$ cat src/rtl/monitor_pkg.sv
// Shared types for the end-of-run halt/dump monitor: beat kinds, termination
// causes, FSM states and the cause-priority helper.
package monitor_pkg;

    typedef enum logic [1:0] {
        KIND_REG = 2'd0,
        KIND_PC  = 2'd1,
        KIND_MEM = 2'd2
    } dump_kind_e;

    typedef enum logic [1:0] {
        CAUSE_NONE    = 2'd0,
        CAUSE_HALT_PC = 2'd1,
        CAUSE_STALL   = 2'd2,
        CAUSE_TIMEOUT = 2'd3
    } cause_e;

    typedef enum logic [3:0] {
        S_RUN,
        S_HOLD,
        S_REG_RD,
        S_REG_OUT,
        S_PC_OUT,
        S_MEM_REQ,
        S_MEM_WAIT,
        S_MEM_OUT,
        S_DONE
    } mon_state_e;

    localparam int IDX_W = 16;

    // A normal halt outranks a self-loop, which outranks the watchdog.
    function automatic cause_e pick_cause(input logic halt, input logic stall, input logic tmo);
        if (halt)  return CAUSE_HALT_PC;
        if (stall) return CAUSE_STALL;
        if (tmo)   return CAUSE_TIMEOUT;
        return CAUSE_NONE;
    endfunction

endpackage

$ cat src/rtl/halt_dump_monitor_if.sv
// Dump stream toward the UART/bench sink: one beat per valid&&ready.
interface halt_dump_monitor_if
    import monitor_pkg::*;
#(
    parameter int XLEN = 32
);
    logic             valid;
    logic             ready;
    dump_kind_e       kind;
    logic [IDX_W-1:0] index;
    logic [XLEN-1:0]  data;

    modport master (output valid, kind, index, data, input ready);
    modport slave  (input valid, kind, index, data, output ready);
endinterface

$ cat src/rtl/halt_dump_monitor_pc_stall_counter.sv
// Previous-PC register plus a saturating count of consecutive matching samples;
// flags a self-loop on the STALL_LIMIT-th identical sample.
module pc_stall_counter #(
    parameter int PC_W        = 32,
    parameter int STALL_LIMIT = 16
) (
    input  logic            i_clk,
    input  logic            i_rst,
    input  logic [PC_W-1:0] i_pc,
    output logic            o_stalled
);
    localparam int              CNT_W   = (STALL_LIMIT > 1) ? $clog2(STALL_LIMIT) + 1 : 1;
    localparam logic [CNT_W-1:0] CNT_MAX = '1;

    logic [PC_W-1:0]  prev_pc;
    logic [CNT_W-1:0] match_cnt;
    logic             match;

    assign match = (i_pc == prev_pc);

    always_ff @(posedge i_clk) begin
        if (i_rst) begin
            prev_pc   <= '0;
            match_cnt <= '0;
        end else begin
            prev_pc <= i_pc;
            if (!match)
                match_cnt <= '0;
            else if (match_cnt != CNT_MAX)
                match_cnt <= match_cnt + 1'b1;
        end
    end

    // N identical samples means N-1 matches, counting the one happening now.
    always_comb begin
        o_stalled = 1'b0;
        if (STALL_LIMIT != 0 && match)
            o_stalled = (int'(match_cnt) + 1 >= STALL_LIMIT - 1);
    end

endmodule

$ cat src/rtl/halt_dump_monitor.sv
// End-of-run monitor: detects halt/self-loop/timeout, freezes the core, then
// streams the register file, the latched PC and a RAM window as dump beats.
module halt_dump_monitor
    import monitor_pkg::*;
#(
    parameter int              XLEN        = 32,
    parameter int              PC_W        = 32,
    parameter logic [PC_W-1:0] HALT_PC     = 512,
    parameter int              REG_COUNT   = 32,
    parameter logic [PC_W-1:0] MEM_BASE    = 'h1000,
    parameter int              MEM_WORDS   = 1,
    parameter int              STALL_LIMIT = 16,
    parameter int              TIMEOUT     = 0
) (
    input  logic            i_clk,
    input  logic            i_rst,
    input  logic [PC_W-1:0] i_pc,
    output logic            o_cpu_hold,
    output logic [4:0]      o_reg_addr,
    input  logic [XLEN-1:0] i_reg_data,
    output logic            o_mem_re,
    output logic [PC_W-1:0] o_mem_addr,
    input  logic [XLEN-1:0] i_mem_data,
    halt_dump_monitor_if.master dump,
    output logic            o_halted,
    output logic [1:0]      o_cause,
    output logic            o_timeout,
    output logic            o_done
);
    localparam logic [IDX_W-1:0] REG_LAST = IDX_W'(REG_COUNT - 1);
    localparam logic [IDX_W-1:0] MEM_LAST = IDX_W'(MEM_WORDS - 1);
    localparam logic [31:0]      TO_LAST  = 32'(TIMEOUT - 1);

    mon_state_e       state, state_d;
    cause_e           cause_q, cause_d;
    logic [31:0]      cycle_cnt;
    logic [PC_W-1:0]  pc_q;
    logic [IDX_W-1:0] idx;
    dump_kind_e       beat_kind;
    logic [IDX_W-1:0] beat_index;
    logic [XLEN-1:0]  beat_data;
    logic             stalled, halt_hit, to_hit, beat_state, fire, frozen;
    logic [PC_W-1:0]  mem_addr_calc;

    pc_stall_counter #(
        .PC_W       (PC_W),
        .STALL_LIMIT(STALL_LIMIT)
    ) u_stall (
        .i_clk    (i_clk),
        .i_rst    (i_rst),
        .i_pc     (i_pc),
        .o_stalled(stalled)
    );

    assign halt_hit      = (i_pc == HALT_PC);
    assign to_hit        = (TIMEOUT != 0) && (cycle_cnt == TO_LAST);
    assign cause_d       = pick_cause(halt_hit, stalled, to_hit);
    assign beat_state    = (state == S_REG_OUT) || (state == S_PC_OUT) || (state == S_MEM_OUT);
    assign fire          = beat_state && dump.ready;
    assign frozen        = (state != S_RUN);
    assign mem_addr_calc = MEM_BASE + PC_W'({idx, 2'b00});

    always_ff @(posedge i_clk) begin
        if (i_rst) state <= S_RUN;
        else       state <= state_d;
    end

    always_comb begin
        state_d = state;
        unique case (state)
            S_RUN:      if (cause_d != CAUSE_NONE) state_d = S_HOLD;
            S_HOLD:     state_d = S_REG_RD;
            S_REG_RD:   state_d = S_REG_OUT;
            S_REG_OUT:  if (fire) state_d = (idx == REG_LAST) ? S_PC_OUT : S_REG_RD;
            S_PC_OUT:   if (fire) state_d = (MEM_WORDS > 0) ? S_MEM_REQ : S_DONE;
            S_MEM_REQ:  state_d = S_MEM_WAIT;
            S_MEM_WAIT: state_d = S_MEM_OUT;
            S_MEM_OUT:  if (fire) state_d = (idx == MEM_LAST) ? S_DONE : S_MEM_REQ;
            S_DONE:     state_d = S_DONE;
            default:    state_d = S_RUN;
        endcase
    end

    // Beat registers load only on entry to a beat state, so they hold under backpressure.
    always_ff @(posedge i_clk) begin
        if (i_rst) begin
            cycle_cnt  <= '0;
            cause_q    <= CAUSE_NONE;
            pc_q       <= '0;
            idx        <= '0;
            beat_kind  <= KIND_REG;
            beat_index <= '0;
            beat_data  <= '0;
        end else begin
            unique case (state)
                S_RUN: begin
                    cycle_cnt <= cycle_cnt + 32'd1;
                    if (cause_d != CAUSE_NONE) begin
                        cause_q <= cause_d;
                        pc_q    <= i_pc;
                    end
                end
                S_HOLD: idx <= '0;
                S_REG_RD: begin
                    beat_kind  <= KIND_REG;
                    beat_index <= idx;
                    beat_data  <= i_reg_data;
                end
                S_REG_OUT: if (fire) begin
                    if (idx == REG_LAST) begin
                        idx        <= '0;
                        beat_kind  <= KIND_PC;
                        beat_index <= '0;
                        beat_data  <= XLEN'(pc_q);
                    end else begin
                        idx <= idx + 1'b1;
                    end
                end
                S_PC_OUT: if (fire) idx <= '0;
                S_MEM_WAIT: begin
                    beat_kind  <= KIND_MEM;
                    beat_index <= idx;
                    beat_data  <= i_mem_data;
                end
                S_MEM_OUT: if (fire) idx <= idx + 1'b1;
                default: ;
            endcase
        end
    end

    always_comb begin
        o_cpu_hold = frozen;
        o_halted   = frozen;
        o_cause    = cause_q;
        o_timeout  = (cause_q == CAUSE_TIMEOUT);
        o_done     = (state == S_DONE);
        o_reg_addr = '0;
        o_mem_re   = 1'b0;
        o_mem_addr = '0;
        if (state == S_REG_RD)
            o_reg_addr = idx[4:0];
        if (state == S_MEM_REQ) begin
            o_mem_re   = 1'b1;
            o_mem_addr = mem_addr_calc;
        end
        dump.valid = beat_state;
        dump.kind  = beat_kind;
        dump.index = beat_index;
        dump.data  = beat_data;
    end

endmodule

$ cat src/flat_wrapper.sv
// flat-port wrapper written by rule: the top's interface ports become plain ports
module halt_dump_monitor_flat import monitor_pkg::*;
#(
    parameter int              XLEN        = 32,
    parameter int              PC_W        = 32,
    parameter logic [PC_W-1:0] HALT_PC     = 512,
    parameter int              REG_COUNT   = 32,
    parameter logic [PC_W-1:0] MEM_BASE    = 'h1000,
    parameter int              MEM_WORDS   = 1,
    parameter int              STALL_LIMIT = 16,
    parameter int              TIMEOUT     = 0
)
  (i_clk, i_rst, i_pc, o_cpu_hold, o_reg_addr, i_reg_data, o_mem_re, o_mem_addr, i_mem_data, o_halted, o_cause, o_timeout, o_done, dump_valid, dump_kind, dump_index, dump_data, dump_ready);
  halt_dump_monitor_if #(.XLEN(XLEN)) dump_i ();
  input  logic i_clk;
  input  logic i_rst;
  input  logic [PC_W-1:0] i_pc;
  output logic o_cpu_hold;
  output logic [4:0] o_reg_addr;
  input  logic [XLEN-1:0] i_reg_data;
  output logic o_mem_re;
  output logic [PC_W-1:0] o_mem_addr;
  input  logic [XLEN-1:0] i_mem_data;
  output logic o_halted;
  output logic [1:0] o_cause;
  output logic o_timeout;
  output logic o_done;
  output wire logic [$bits(dump_i.valid)-1:0] dump_valid;
  output wire logic [$bits(dump_i.kind)-1:0] dump_kind;
  output wire logic [$bits(dump_i.index)-1:0] dump_index;
  output wire logic [$bits(dump_i.data)-1:0] dump_data;
  input wire logic [$bits(dump_i.ready)-1:0] dump_ready;
  assign dump_valid = dump_i.valid;
  assign dump_kind = dump_i.kind;
  assign dump_index = dump_i.index;
  assign dump_data = dump_i.data;
  assign dump_i.ready = dump_ready;
  halt_dump_monitor #(.XLEN(XLEN), .PC_W(PC_W), .HALT_PC(HALT_PC), .REG_COUNT(REG_COUNT), .MEM_BASE(MEM_BASE), .MEM_WORDS(MEM_WORDS), .STALL_LIMIT(STALL_LIMIT), .TIMEOUT(TIMEOUT)) u_core (.i_clk(i_clk), .i_rst(i_rst), .i_pc(i_pc), .o_cpu_hold(o_cpu_hold), .o_reg_addr(o_reg_addr), .i_reg_data(i_reg_data), .o_mem_re(o_mem_re), .o_mem_addr(o_mem_addr), .i_mem_data(i_mem_data), .dump(dump_i), .o_halted(o_halted), .o_cause(o_cause), .o_timeout(o_timeout), .o_done(o_done));
endmodule
$ cat config.mk
export PLATFORM = sky130hd
export DESIGN_NAME = halt_dump_monitor_flat
export DESIGN_NICKNAME = d
export VERILOG_FILES = /design/src/rtl/monitor_pkg.sv /design/src/rtl/halt_dump_monitor_if.sv /design/src/rtl/halt_dump_monitor_pc_stall_counter.sv /design/src/rtl/halt_dump_monitor.sv /design/src/flat_wrapper.sv
export SDC_FILE = /design/constraint.sdc
export NUM_CORES = 1
export LEC_CHECK = 0
export BUFFER_PORTS_ARGS = -buffer_cell sky130_fd_sc_hd__buf_2
export CAP_MARGIN = 10
export CORE_MARGIN = 2
export CORE_UTILIZATION = 52
export DETAILED_ROUTE_END_ITERATION = 7
export GPL_ROUTABILITY_DRIVEN = 1
export PLACE_DENSITY = 0.85
export SYNTH_ARGS = -nofsm -noshare
export SYNTH_HDL_FRONTEND = slang
export SYNTH_SLANG_ARGS = --single-unit
export TNS_END_PERCENT = 30
$ cat constraint.sdc
create_clock -name i_clk -period 2.75 [get_ports i_clk]
set_input_delay 0.275 -clock i_clk [delete_from_list [all_inputs] [get_ports i_clk]]
set_output_delay 0.275 -clock i_clk [all_outputs]
set_load 0.005 [all_outputs]
# Yosys cells after proc, flatten, opt, wreduce, memory -nomap -nowiden
# Cells that the tools add are included.
[classes] n_addsub=4 n_reduce_logical=17 n_lt_le_gt_ge=1 eq_ne=18 n_bitwise=1 n_mux=35
[ops] operator="16-bit two-way mux" count=6
[ops] operator="32-bit two-way mux" count=3
[ops] operator="32-bit case mux with 3 select lines" count=1
[ops] operator="16-bit case mux with 4 select lines" count=1
[ops] operator="4-bit case mux with 9 select lines" count=1
[ops] operator="32-bit by 10-bit == test with 1-bit output, second input constant" count=1
[ops] operator="32-bit == test" count=1
[ops] operator="16-bit case mux with 2 select lines" count=1
[ops] operator="4-bit two-way mux" count=5
[ops] operator="13-bit by 18-bit adder with 19-bit output, first input constant" count=1
[ops] operator="16-bit by 1-bit adder with 16-bit output, second input constant" count=1
[ops] operator="16-bit by 5-bit == test with 1-bit output, second input constant" count=1
[ops] operator="4-bit by 3-bit == test with 1-bit output, second input constant" count=4
[ops] operator="16-bit zero test" count=1
[ops] operator="2-bit two-way mux" count=7
[ops] operator="4-bit by 2-bit == test with 1-bit output, second input constant" count=2
[ops] operator="2-bit by 1-bit inequality test with 1-bit output, second input constant" count=4
[ops] operator="4-bit AND reduction" count=2
[ops] operator="4-bit nonzero test" count=2
[ops] operator="1-bit two-way mux" count=7
[ops] operator="5-bit by 1-bit adder with 6-bit output, second input constant" count=1
[ops] operator="6-bit by 4-bit >= comparator with 1-bit output, second input constant" count=1
[ops] operator="2-bit case mux with 3 select lines" count=1
[ops] operator="3-bit AND reduction" count=2
[ops] operator="other kinds (16)" count=19
[totals] reg_bits=141 out_inout_bits=95 word_cells=85 input_bits=99

# Depth between registers and ports, before layout
# Gate-level depths: netlist of the first run.
[depth] depth_word=13 mapped_depth=10 depth_no_buf=7

# Cells and area by module
# From an unflattened synthesis of the first run, not the netlist that was laid out.
[unflattened] cells_unflattened=735 hier_area_um2=6988.0
[by_module_without_submodules] mod="halt_dump_monitor" seq_area_each_um2=2082.0 cells_per_inst=587 area_each_um2=5415.2 instances=1
[by_module_without_submodules] mod="pc_stall_counter" seq_area_each_um2=740.7 cells_per_inst=148 area_each_um2=1572.8 instances=1

# Worst setup path after synthesis of the first run
# OpenSTA, ideal clock, no wires.
[synth_timing] path_kind="reg-to-reg" from="reg u_core.idx[10]" to="reg u_core.beat_data[9] (netlist: u_core.dump.data[9])" slack_ns=0.322 path_buffers=2 required_time_ns=2.603 period_less_slack_ns=2.428 path_stages_with_launch=9 arrival_time_ns=2.281 setup_ns=0.147 cell_sequence="dfxtp_1 > inv_1 > ha_1 > or4b_1 > or4_1 > buf_2 > o21ai_4 > buf_2 > a311oi_2"
[synth_between] elab_chain_len=3
[synth_rtl] element="start: declaration" line="halt_dump_monitor.sv:38" rtl="logic [IDX_W-1:0] idx;"
[synth_rtl] element="start signal: assignment" line="halt_dump_monitor.sv:116" rtl="idx <= idx + 1'b1;"
[synth_rtl] element="start signal: assignment" line="halt_dump_monitor.sv:125" rtl="S_MEM_OUT: if (fire) idx <= idx + 1'b1;"
[synth_rtl] element="16-bit by 5-bit == test with 1-bit output" line="halt_dump_monitor.sv:110" rtl="if (idx == REG_LAST) begin"
[synth_rtl] element="2-bit inequality test (no source line)"
[synth_rtl] element="3-bit AND reduction (no source line)"
[synth_rtl] element="end signal: assignment" line="halt_dump_monitor.sv:107" rtl="beat_data <= i_reg_data;"
[synth_rtl] element="end signal: assignment" line="halt_dump_monitor.sv:114" rtl="beat_data <= XLEN'(pc_q);"
[synth_rtl] element="end signal: assignment" line="halt_dump_monitor.sv:123" rtl="beat_data <= i_mem_data;"
[synth_rtl] element="end: declaration" line="halt_dump_monitor.sv:41" rtl="logic [XLEN-1:0] beat_data;"
# Every way passes these cells.
# A chain may end at the register's enable or synchronous reset.

# Worst setup path in the final report of the first run
[layout_timing] from="reg u_core.state[2]" to="out o_mem_addr[11]"
[layout_between] elab_chain_len=2
[layout_rtl] element="start: declaration" line="halt_dump_monitor.sv:34" rtl="mon_state_e state, state_d;"
[layout_rtl] element="start signal: assignment" line="halt_dump_monitor.sv:65" rtl="else state <= state_d;"
[layout_rtl] element="4-bit by 3-bit == test with 1-bit output" line="halt_dump_monitor.sv:142" rtl="if (state == S_MEM_REQ) begin"
[layout_rtl] element="32-bit two-way mux" line="halt_dump_monitor.sv:142"
[layout_rtl] element="end: declaration" line="flat_wrapper.sv:22" rtl="output logic [PC_W-1:0] o_mem_addr;"
# Every way passes these cells.

==> run summary, run 1 <==
Wire per inst: 16.9 µm
Max clock buf depth: 2
P_int: 3.64 mW
FF-to-FF setup slack: 170 ps
Top Usage Layer GRT: met1
Final setup fails: 0
Synth Area in Adders: 1.30%
Synth top area cells: dfxtp_1, a311oi_2, nand3_1
Crit Path Class: reg -> out
#FFs+latches synth: 141
Worst flop-to-flop path startpoint: u_core.idx[11]$_SDFFE_PP0P_
Initial antenna violation count: 0
EDFF count, synth: 0
Post-Layout Cell Count: 1107
Power Total: 4.90 mW
Tot GR Track Use: 26.3%
Initial Utilization: 53.4%
Synth area leader: dfxtp_1
Max frequency: 380 MHz
Post-synthesis sequential area ratio: 41.9%
FFs w/ async S/R, synth: 0%
Sw Pwr: 1.26 mW
Avg Cell Area, Syn: 8.83 µm²
Die Span Y: 118 µm
Main combinational cell family by area after synthesis: simple AND/OR/NAND/NOR gates
Register area: 2820 µm²
WHS Path Cells: 3
Worst slew pin tran: 1070 ps
Max-Slew Margin vs Limit: 28.4%
CTS Sinks: 141
Worst Hold Launch: i_mem_data[2]
Pwr Density: 585 nW/µm²
Period utilization: 95.6%
Maximum vdd drop: 493 µV
Clock root buffer: clkbuf_16
Total CTS buffers: 17
Largest net degree at the start of global routing: 65
Worst min-delay path class: in -> reg
Synth warn: 0
Ant diodes: 0
GR Util met2: 37.4%
Share of cells above drive strength 1: 29.6%
Sw frac: 25.7%
Met3 Track Usage GR: 6.83%
Clk network pwr share: 45.0%
Post-Synth Simple-Gate Area: 23.8%
PnR worst setup slack: 121 ps
Outcome: completed
Compound-cell area share of the yosys netlist: 20.3%
Synth Flop Type: dfxtp_1
Mapped cell area: 6740 µm²
Multiplexer area fraction after synthesis: 0.148%
Finished Cell Area: 8370 µm²
Sequential power share: 44.1%
Die X: 118 µm
Multi-input logic area: 3590 µm²
CTS tree: done
Area Growth Syn to Fin: 24.2%
Fin crit period: 2630 ps
Combinational share of power: 10.9%
Commonest cells after routing, fill and taps aside: buf_2, dfxtp_1, nand3_1
H-tree lvl count: 4
Vias: 6390
Clock slew at reported path FFs: 60 ps
Total of max-cap violations: 0
Placed Cells: 1075
DRT Pass-1 Iters: 5
Final hold vios: 0
IO Port Bufs: 178
Core area: 12600 µm²
Reg2reg path depth: 8
RSZ-0062 raised after global routing: false
Worst EP arrival: 2350 ps
DIE AREA: 13900 µm²
Total negative setup slack: 0 ps
DP Wirelength: 13500 µm
WHS: 104 ps
Drt total wl: 18700 µm
FP Rows: 41
Drc violations: 0
Pleak: 3.36 nW
Detail Route Antenna Nets: 0
Crit Reg-Reg Endpoint: u_core.dump.data[0]$_SDFFE_PP0P_
Total global routing overflow: 0
Vias in the first global route: 5557
First-pass GRT wire length: 29300 µm
Slew Limit Fails: 0
I/O pin total: 194
Post-place instance area: 7800 µm²
Filler cell count in the final layout: 1015
CP Capture Type: output pin
Clk_lat worst skew: 430 ps
Xor/xnor share of the synthesized area: 5.97%
Worst slack, placed: 59.9 ps
Detailed Route Iter0 Violations: 837
Most common cell after layout, fill and taps aside: buf_2
Mapped Cells: 764
Worst Skew: 11.2 ps
Required time of the worst setup path: 2480 ps
Worst Hold Endpoint: u_core.dump.data[2]$_SDFFE_PP0P_
CP Launch Type: flop
Gpl congestion: 0.914
Via density: 5.77
Yosys top cell area share: 41.9%
Met1 usage: 38.8%
Max FO, Critical Path: 10
Util after Layout: 66.3%
Final nets: 1028
Yosys cell types: 53
Post-cts hold buffer count: 0
==> worst max path at each step <==
| stage | slack [ps] | start | cells after the start | endpoint |
|---|---|---|---|---|
| finish | 120 | u_core.state[2]$_SDFFE_PP0P_ | 6 | o_mem_addr[11] |
| global route | 6 | u_core.state[2]$_SDFFE_PP0P_ | 6 | o_mem_addr[11] |
| CTS | 40 | u_core.idx[11]$_SDFFE_PP0P_ | 8 | u_core.dump.data[0]$_SDFFE_PP0P_ |
| detailed placement | 60 | u_core.idx[11]$_SDFFE_PP0P_ | 8 | u_core.dump.data[0]$_SDFFE_PP0P_ |
| global placement | 180 | u_core.idx[11]$_SDFFE_PP0P_ | 8 | u_core.dump.data[9]$_SDFFE_PP0P_ |
| floorplan | 320 | u_core.idx[10]$_SDFFE_PP0P_ | 8 | u_core.dump.data[9]$_SDFFE_PP0P_ |
==> state kept, by name, summed over array words and instances, names as in the netlist <==
register and count:
u_core.dump.data 32, u_core.pc_q 32, u_core.u_stall.prev_pc 32, u_core.dump.index 16, u_core.idx 16, u_core.u_stall.match_cnt 5
u_core.state 4, u_core.dump.kind 2, u_core.o_cause 2
==> power groups by stage <==
| stage | Combinational [mW] | Sequential, mW | Clock (mW) |
|---|---|---|---|
| finish | 0.536 | 2.16 | 2.20 |
| global route | 0.578 | 2.17 | 2.30 |
| CTS | 0.532 | 2.16 | 2.21 |
| detailed placement | 0.528 | 2.21 | 0 |
| global placement | 0.517 | 2.20 | 0 |
| floorplan | 0.337 | 2.20 | 0 |
==> final cells by class <==
cell class,count,share of cell area (%)
Clock buffer,20,5.45
Clock inverter,12,1.33
Inverter,12,0.583
Multi-Input combinational cell,546,42.9
Sequential cell,141,33.7
Tap cell,172,2.57
Timing Repair Buffer,204,13.4
==> kinds of logic (layout without fill, tap and decap cells) <==
family	Yosys count	in the layout
adder cells (fa/ha/maj)	7	7
XOR/XNOR	46	46
AO/OA/AOI/OAI	165	165
other	1	15
buffers and inverters	91	248
multiplexers	1	1
AND/OR/NAND/NOR	312	312
flip-flops	141	141
==> synth_stat cells (all sizes together), types with 2 or more instances <==
| cell type | n |
|---|---|
| a2111oi | 3 |
| a211oi | 6 |
| a21o | 3 |
| a21oi | 18 |
| a22oi | 48 |
| a311oi | 33 |
| a31oi | 2 |
| and2 | 13 |
| and3 | 4 |
| and4 | 7 |
| buf | 27 |
| clkbuf | 52 |
| dfxtp | 141 |
| ha | 7 |
| inv | 11 |
| nand2 | 53 |
| nand3 | 73 |
| nand4 | 7 |
| nor2 | 72 |
| nor2b | 33 |
| nor3 | 10 |
| nor4 | 15 |
| nor4b | 2 |
| o2111ai | 2 |
| o21ai | 8 |
| o22ai | 32 |
| o31ai | 4 |
| or2 | 2 |
| or3 | 4 |
| or4 | 9 |
| or4b | 3 |
| xnor2 | 24 |
| xor2 | 22 |
==> metal layers <==
layer	part of all wire, %	vias up
met5	0	-
met3	7.7	23
li1	-	3080
met2	44	291
met1	46	2996
met4	1.6	0
==> critical path, cell delays in order, from the launching register on <==
cell and delay (ps):
dfxtp_1 360, buf_4 180, inv_1 130, or4b_2 800, clkinvlp_4 210, and2_1 140, buf_2 100
==> what timing repair did <==
action                                  CTS  global route
endpoints found under the setup margin    0            56
gates resized for setup                   0             2
endpoints found under the hold margin     0             0
setup buffers                             0             0
(Power assumes the default switching activity.)
==> run 2, diff against run 1 <==
==> constraint.sdc (replaced) <==
create_clock -name i_clk -period 2.75 [get_ports i_clk]
set_input_delay 0.1375 -clock i_clk [delete_from_list [all_inputs] [get_ports i_clk]]
set_output_delay 0.1375 -clock i_clk [all_outputs]
set_load 0.005 [all_outputs]
==> run 2 against run 1 <==
Effect of this change: non-clock buffer count is 17 higher; setup slack got worse by 53 ps; routed wire length increased by 10%; sequential cell count did not move; clock power rose by 5%; critical path depth is 2 higher; clock-buffer cell count unchanged; die area is the same; sequential power barely moved; cell count up 1.5%; total power rose by 3.0%.
==> run summary, run 2 (same netlist as run 1, synthesis figures left out) <==
Worst flop-to-flop path startpoint: u_core.idx[11]$_SDFFE_PP0P_
WHS: 12.9 ps (-91.5 ps)
Most common cell after layout, fill and taps aside: buf_2
Worst path buffer plus inverter count: 2 (-2)
Worst slew pin tran: 1060 ps (-15.4 ps)
IO Port Bufs: 178 (unchanged)
Required time of the worst setup path: 3070 ps (+590 ps)
Drt total wl: 20600 µm (+10%)
Slew Limit Fails: 0 (unchanged)
Pwr Density: 587 nW/µm² (+0.27%)
Outcome: completed
CP Cell Sequence: inv_1 -> ha_1 -> or4b_1 -> or4_4 -> o21ai_4 -> buf_12 -> nor2_1 -> a311oi_2
First-pass GRT wire length: 32000 µm (+9.3%)
Area Growth Syn to Fin: 27.5%
Fin crit period: 2680 ps (+52.7 ps)
Gpl congestion: 0.894 (-2.2%)
CP delay by family, top: simple AND/OR/NAND/NOR gates
CP Capture Type: flop
Final nets: 1045 (+1.7%)
Total global routing overflow: 0 (unchanged)
Via density: 5.96 (+3.2%)
DRT Pass-1 Iters: 6 (+1)
DP Wirelength: 13600 µm (+1.3%)
Crit Path Class: reg -> reg
Total negative setup slack: 0 ps (unchanged)
Delay of the slowest cell on the worst path: 610 ps (-190 ps)
PnR worst setup slack: 68.8 ps (-52.7 ps)
I/O pin total: 194 (unchanged)
Pleak: 3.46 nW (+2.9%)
Max frequency: 373 MHz (-2.0%)
Initial antenna violation count: 1 (+1)
Max-Slew Margin vs Limit: 29.4% (+1.0 points)
Maximum vdd drop: 516 µV (+4.8%)
Total of max-cap violations: 0 (unchanged)
Die X: 118 µm (unchanged)
Final hold vios: 0 (unchanged)
Power Total: 5.05 mW (+3.0%)
Drc violations: 0 (unchanged)
FP Rows: 41 (unchanged)
Detail Route Antenna Nets: 0 (unchanged)
Initial Utilization: 53.4% (unchanged)
Max clock buf depth: 2 (unchanged)
Max FO, Critical Path: 32 (+22)
Die Span Y: 118 µm (unchanged)
Util after Layout: 68.1% (+1.8 points)
Wire per inst: 18.3 µm (+8.3%)
Period utilization: 97.5% (+1.9 points)
Worst slack, placed: 49.6 ps (-10.3 ps)
Worst Hold Launch: i_reg_data[22]
Worst EP arrival: 3000 ps (+650 ps)
Worst min-delay path class: in -> reg
CP Launch Type: flop
RSZ-0062 raised after global routing: false
Total CTS buffers: 17 (unchanged)
Share of cells above drive strength 1: 29.0% (-0.60 points)
Final setup fails: 0 (unchanged)
H-tree lvl count: 4 (unchanged)
DIE AREA: 13900 µm² (unchanged)
Clock root buffer: clkbuf_16
Core area: 12600 µm² (unchanged)
Commonest cells after routing, fill and taps aside: buf_2, dfxtp_1, nand3_1
Clock slew at reported path FFs: 60 ps (about the same)
Clk_lat worst skew: 420 ps (about the same)
CTS Sinks: 141 (unchanged)
Worst setup path start: u_core.idx[11]$_SDFFE_PP0P_
Tot GR Track Use: 28.8% (+2.5 points)
CTS tree: done
Worst Skew: 9.69 ps (-1.48 ps)
Vias in the first global route: 5990 (+7.8%)
CP max stage cell: or4_4
Largest net degree at the start of global routing: 66 (+1.5%)
Detailed Route Iter0 Violations: 954 (+14%)
Vias: 6695 (+4.8%)
Filler cell count in the final layout: 967 (-4.7%)
-- run 2: repair_timing --
action	in CTS	in global routing
gates resized for setup	1	3
setup buffers	0	0
endpoints found under the hold margin	19	0
setup endpoints to repair	1	5
hold buffers	19	0
gates cloned	0	1
-- run 2: per-layer routing --
metal | routed length (µm) | vias up | global-route usage, %
li1 | - | 3108 | -
met1 | 8710 | 3123 | 40.7
met2 | 9290 | 408 | 42.3
met3 | 1960 | 56 | 6.20
met4 | 643 | 0 | 12.3
met5 | 0 | - | 0
-- run 2: final cells by class --
cell class	instances	area, µm²	share of cell area (%)
Antenna cell	1	2.50	0.0291
Clock buffer	20	457	5.31
Clock inverter	11	133	1.54
Inverter	12	45.0	0.524
Multi-Input combinational cell	546	3610	41.9
Sequential cell	141	2820	32.8
Tap cell	172	215	2.50
Timing Repair Buffer	221	1320	15.3
-- run 2: final timing paths --
| check | endpoint | slack [ps] | depth (start not counted) |
|---|---|---|---|
| worst min register to register | u_core.pc_q[0]$_SDFFE_PP0P_ | 480 | 2 |
| worst max register to register | u_core.dump.data[31]$_SDFFE_PP0P_ | 70 | 8 |
| worst min-delay path | u_core.dump.data[22]$_SDFFE_PP0P_ | 10 | 3 |
| worst max-delay path | u_core.dump.data[31]$_SDFFE_PP0P_ | 70 | 8 |
-- run 2: stage by stage --
step,instances,instance area (µm²)
6_report,1124,8600
4_1_cts,1122,8560
3_5_place_dp,1072,7770
5_1_grt,1124,8600
3_3_place_gp,1072,7770
2_1_floorplan,778,6800
-- run 2: power by group --
group / switching (mW) / total [mW] / internal [mW] / leakage (nW)
clock: 0.907 / 2.30 / 1.39 / 0.283
sequential: 0.0446 / 2.16 / 2.12 / 1.15
combinational: 0.336 / 0.591 / 0.255 / 2.03
-- run 2: worst reg2reg max path: stages (launching register included) --
cell and delay [ps]:
dfxtp_1 360, inv_1 80, ha_1 140, or4b_1 470
or4_4 610, o21ai_4 270, buf_12 230, nor2_1 100
a311oi_2 310
==> run 3, diff against run 2 <==
--- a/config.mk
+++ b/config.mk
@@ -5,13 +5,14 @@
 export SDC_FILE = /design/constraint.sdc
 export NUM_CORES = 1
 export LEC_CHECK = 0
+export ABC_AREA = 1
 export BUFFER_PORTS_ARGS = -buffer_cell sky130_fd_sc_hd__buf_2
 export CAP_MARGIN = 10
-export CORE_MARGIN = 2
-export CORE_UTILIZATION = 52
+export CORE_MARGIN = 1.5
+export CORE_UTILIZATION = 53
 export DETAILED_ROUTE_END_ITERATION = 7
 export GPL_ROUTABILITY_DRIVEN = 1
-export PLACE_DENSITY = 0.85
+export PLACE_DENSITY = 0.86
 export SYNTH_ARGS = -nofsm -noshare
 export SYNTH_HDL_FRONTEND = slang
 export SYNTH_SLANG_ARGS = --single-unit
==> run 3 against run 2 <==
Effect of this change: non-clock buffer count shrank 28; maximum frequency increased by 10%; area after synthesis grew 2.0%; largest cell class unchanged; first-iteration DRC count is 34% lower; design area is 1.4% lower; global-route usage shrank 1.8 points; critical path type is now reg -> out.
==> run summary, run 3 <==
Outcome: completed
Pwr Density: 565 nW/µm² (-3.8%)
Max frequency: 412 MHz (+10%)
Post-CTS setup buffer count: 0 (unchanged)
Gpl congestion: 0.895 (+0.15%)
Filler cell count in the final layout: 1103 (+14%)
Yosys cell types: 36 (-32%)
Drt total wl: 18800 µm (-8.5%)
Avg Cell Area, Syn: 6.71 µm² (-24%)
Required time of the worst setup path: 2610 ps (-460 ps)
Mapped Cells: 1025 (+34%)
Die X: 117 µm (-0.80%)
Slew Limit Fails: 0 (unchanged)
Cell mode on critical path: inv_1
RSZ-0062 raised after global routing: false
Worst min-delay path class: in -> reg
DP Wirelength: 13400 µm (-1.9%)
Most common cell after layout, fill and taps aside: nand2_1
Tot GR Track Use: 27.0% (-1.8 points)
Synth area leader: dfxtp_1
Drc violations: 0 (unchanged)
Max clock buf depth: 2 (unchanged)
Total CTS buffers: 17 (unchanged)
Worst path buffer plus inverter count: 4 (+2)
Initial antenna violation count: 1 (unchanged)
Delay of the slowest cell on the worst path: 400 ps (-210 ps)
Worst Skew: 9.37 ps (-0.325 ps)
DIE AREA: 13700 µm² (-1.6%)
Clk_lat worst skew: 420 ps (about the same)
H-tree lvl count: 4 (unchanged)
#FFs+latches synth: 141 (unchanged)
Synth warn: 0 (unchanged)
Total of max-cap violations: 0 (unchanged)
Largest net degree at the start of global routing: 89 (+35%)
Clock slew at reported path FFs: 60 ps (about the same)
Initial Utilization: 54.5% (+1.1 points)
Commonest cells after routing, fill and taps aside: nand2_1, nor2_1, buf_2
CTS Sinks: 141 (unchanged)
Wire per inst: 13.7 µm (-25%)
DRT Pass-1 Iters: 6 (unchanged)
EDFF count, synth: 0 (unchanged)
Worst slew pin tran: 976 ps (-83.1 ps)
Vias in the first global route: 6006 (+0.27%)
IO Port Bufs: 178 (unchanged)
First-pass GRT wire length: 28800 µm (-10%)
Synth Area in Adders: 1.27% (-0.026 points)
Worst EP arrival: 2290 ps (-710 ps)
Most instantiated library cell after synthesis: nand2_1
Synth Flop Type: dfxtp_1
Detailed Route Iter0 Violations: 630 (-34%)
Mapped cell area: 6880 µm² (+2.0%)
Share of cells above drive strength 1: 19.9% (-9.2 points)
CP Capture Type: output pin
PnR worst setup slack: 322 ps (+253 ps)
CTS tree: done
Max-Slew Margin vs Limit: 34.9% (+5.5 points)
Die Span Y: 117 µm (-0.80%)
Post-place instance area: 7770 µm² (about the same)
Yosys top cell area share: 41.0% (-0.83 points)
CP Launch Type: flop
List of most frequent post-synthesis cells: nand2_1, nor2_1, dfxtp_1
Crit Path Class: reg -> out
Total negative setup slack: 0 ps (unchanged)
CP Cell Sequence: inv_1 -> nor2_2 -> inv_1 -> nor3_2 -> inv_1 -> nor4_1 -> buf_2
Maximum vdd drop: 462 µV (-10%)
Pleak: 3.90 nW (+13%)
Final setup fails: 0 (unchanged)
Core area: 12600 µm² (unchanged)
Finished Cell Area: 8480 µm² (-1.4%)
Detail Route Antenna Nets: 0 (unchanged)
Max FO, Critical Path: 13 (-59%)
Synth top area cells: dfxtp_1, nand2_1, nor2_1
Main combinational cell family by area after synthesis: simple AND/OR/NAND/NOR gates
Total global routing overflow: 0 (unchanged)
Multiplexer area fraction after synthesis: 0% (-0.15 points)
Post-synthesis sequential area ratio: 41.0% (-0.83 points)
Final nets: 1297 (+24%)
Multi-input logic area: 3440 µm² (-4.6%)
Vias: 7070 (+5.6%)
CP delay by family, top: simple AND/OR/NAND/NOR gates
Post-Synth Simple-Gate Area: 34.3% (+10 points)
Compound-cell area share of the yosys netlist: 10.9% (-9.4 points)
FP Rows: 41 (unchanged)
Worst slack, placed: 537 ps (+487 ps)
Period utilization: 88.3% (-9.2 points)
CP max stage cell: dfxtp_1
Register area: 2820 µm² (unchanged)
Final hold vios: 0 (unchanged)
Fin crit period: 2430 ps (-253 ps)
Via density: 5.13 (-14%)
Area Growth Syn to Fin: 23.2%
Clock root buffer: clkbuf_16
Xor/xnor share of the synthesized area: 2.55% (-3.4 points)
FFs w/ async S/R, synth: 0% (unchanged)
I/O pin total: 194 (unchanged)
==> run 3: cell count changes after synthesis, moves of 23 or more <==
cell / previous run / this run
clkbuf_1: 52 / 17
o22ai_1: 32 / 1
nand2_1: 53 / 288
a21oi_1: 18 / 67
a31o_1: 0 / 30
a311oi_2: 28 / 0
nor2b_1: 33 / 0
nor2_1: 72 / 203
nand3_1: 73 / 50
a22oi_1: 48 / 0
inv_1: 11 / 87
==> run 3: repair_timing <==
action                                  in CTS  in global routing
hold buffers                                 7                  0
hold endpoints to repair                     7                  0
resized for setup                            0                  1
endpoints found under the setup margin       0                  1
==> run 3: cells by family (layout without fill, tap and decap cells) <==
family          after synthesis  count (layout)
flops                       141             141
simple gates                583             583
compound gates              121             121
buf+inv                     152             317
other cells                   1              16
fa+ha+maj                     7               7
xor+xnor                     20              20
==> run 3: cell type report <==
class / count / share of cell area, %
diodes: 1 / 0.0295
inverters: 92 / 4.07
well taps: 172 / 2.54
clock inverters: 11 / 1.92
clock buffers: 21 / 5.55
flip-flops and latches: 141 / 33.3
repair buffers: 193 / 12.0
multi-input cells: 746 / 40.6
==> run 3: path summary, 6_finish.rpt <==
check	startpoint	endpoint	slack, ps	cells after the start
max	u_core.state[2]$_SDFFE_PP0P_	o_mem_addr[18]	320	7
min	i_pc[22]	u_core.u_stall.prev_pc[22]$_SDFF_PP0_	10	3
max reg2reg	u_core.idx[0]$_SDFFE_PP0P_	u_core.dump.data[31]$_SDFFE_PP0P_	470	8
min reg2reg	u_core.dump.data[12]$_SDFFE_PP0P_	u_core.dump.data[12]$_SDFFE_PP0P_	460	2
==> run 3: where the power goes <==
group / internal [mW] / total [mW] / switching (mW)
logic: 0.110 / 0.266 / 0.156
registers: 2.07 / 2.08 / 0.0120
clock network: 1.59 / 2.44 / 0.856
total: 3.76 / 4.79 / 1.02
==> run 3: per-stage QoR <==
stage	hold WS (ps)	total power [mW]	std cells	util, %
global placement	405	2.37	1337	61.6
finish	11.2	4.79	1377	67.2
floorplan	274	2.27	1039	-
detailed placement	410	2.37	1337	61.6
global route	10.1	4.94	1377	67.2
CTS	1.35	4.81	1376	67.1
==> run 3: tightest hold or removal path, stage by stage <==
cell and delay [ps]:
buf_2 100, inv_1 70, nor2_1 80
==> run 3: layer usage <==
metal  GRT usage [%]  vias up  share of wire, %
met5               0        -                 0
met4            9.00        0               1.8
met3            5.72       29               8.3
met2            41.2      324                44
met1            38.2     3177                45
li1                -     3540                 -
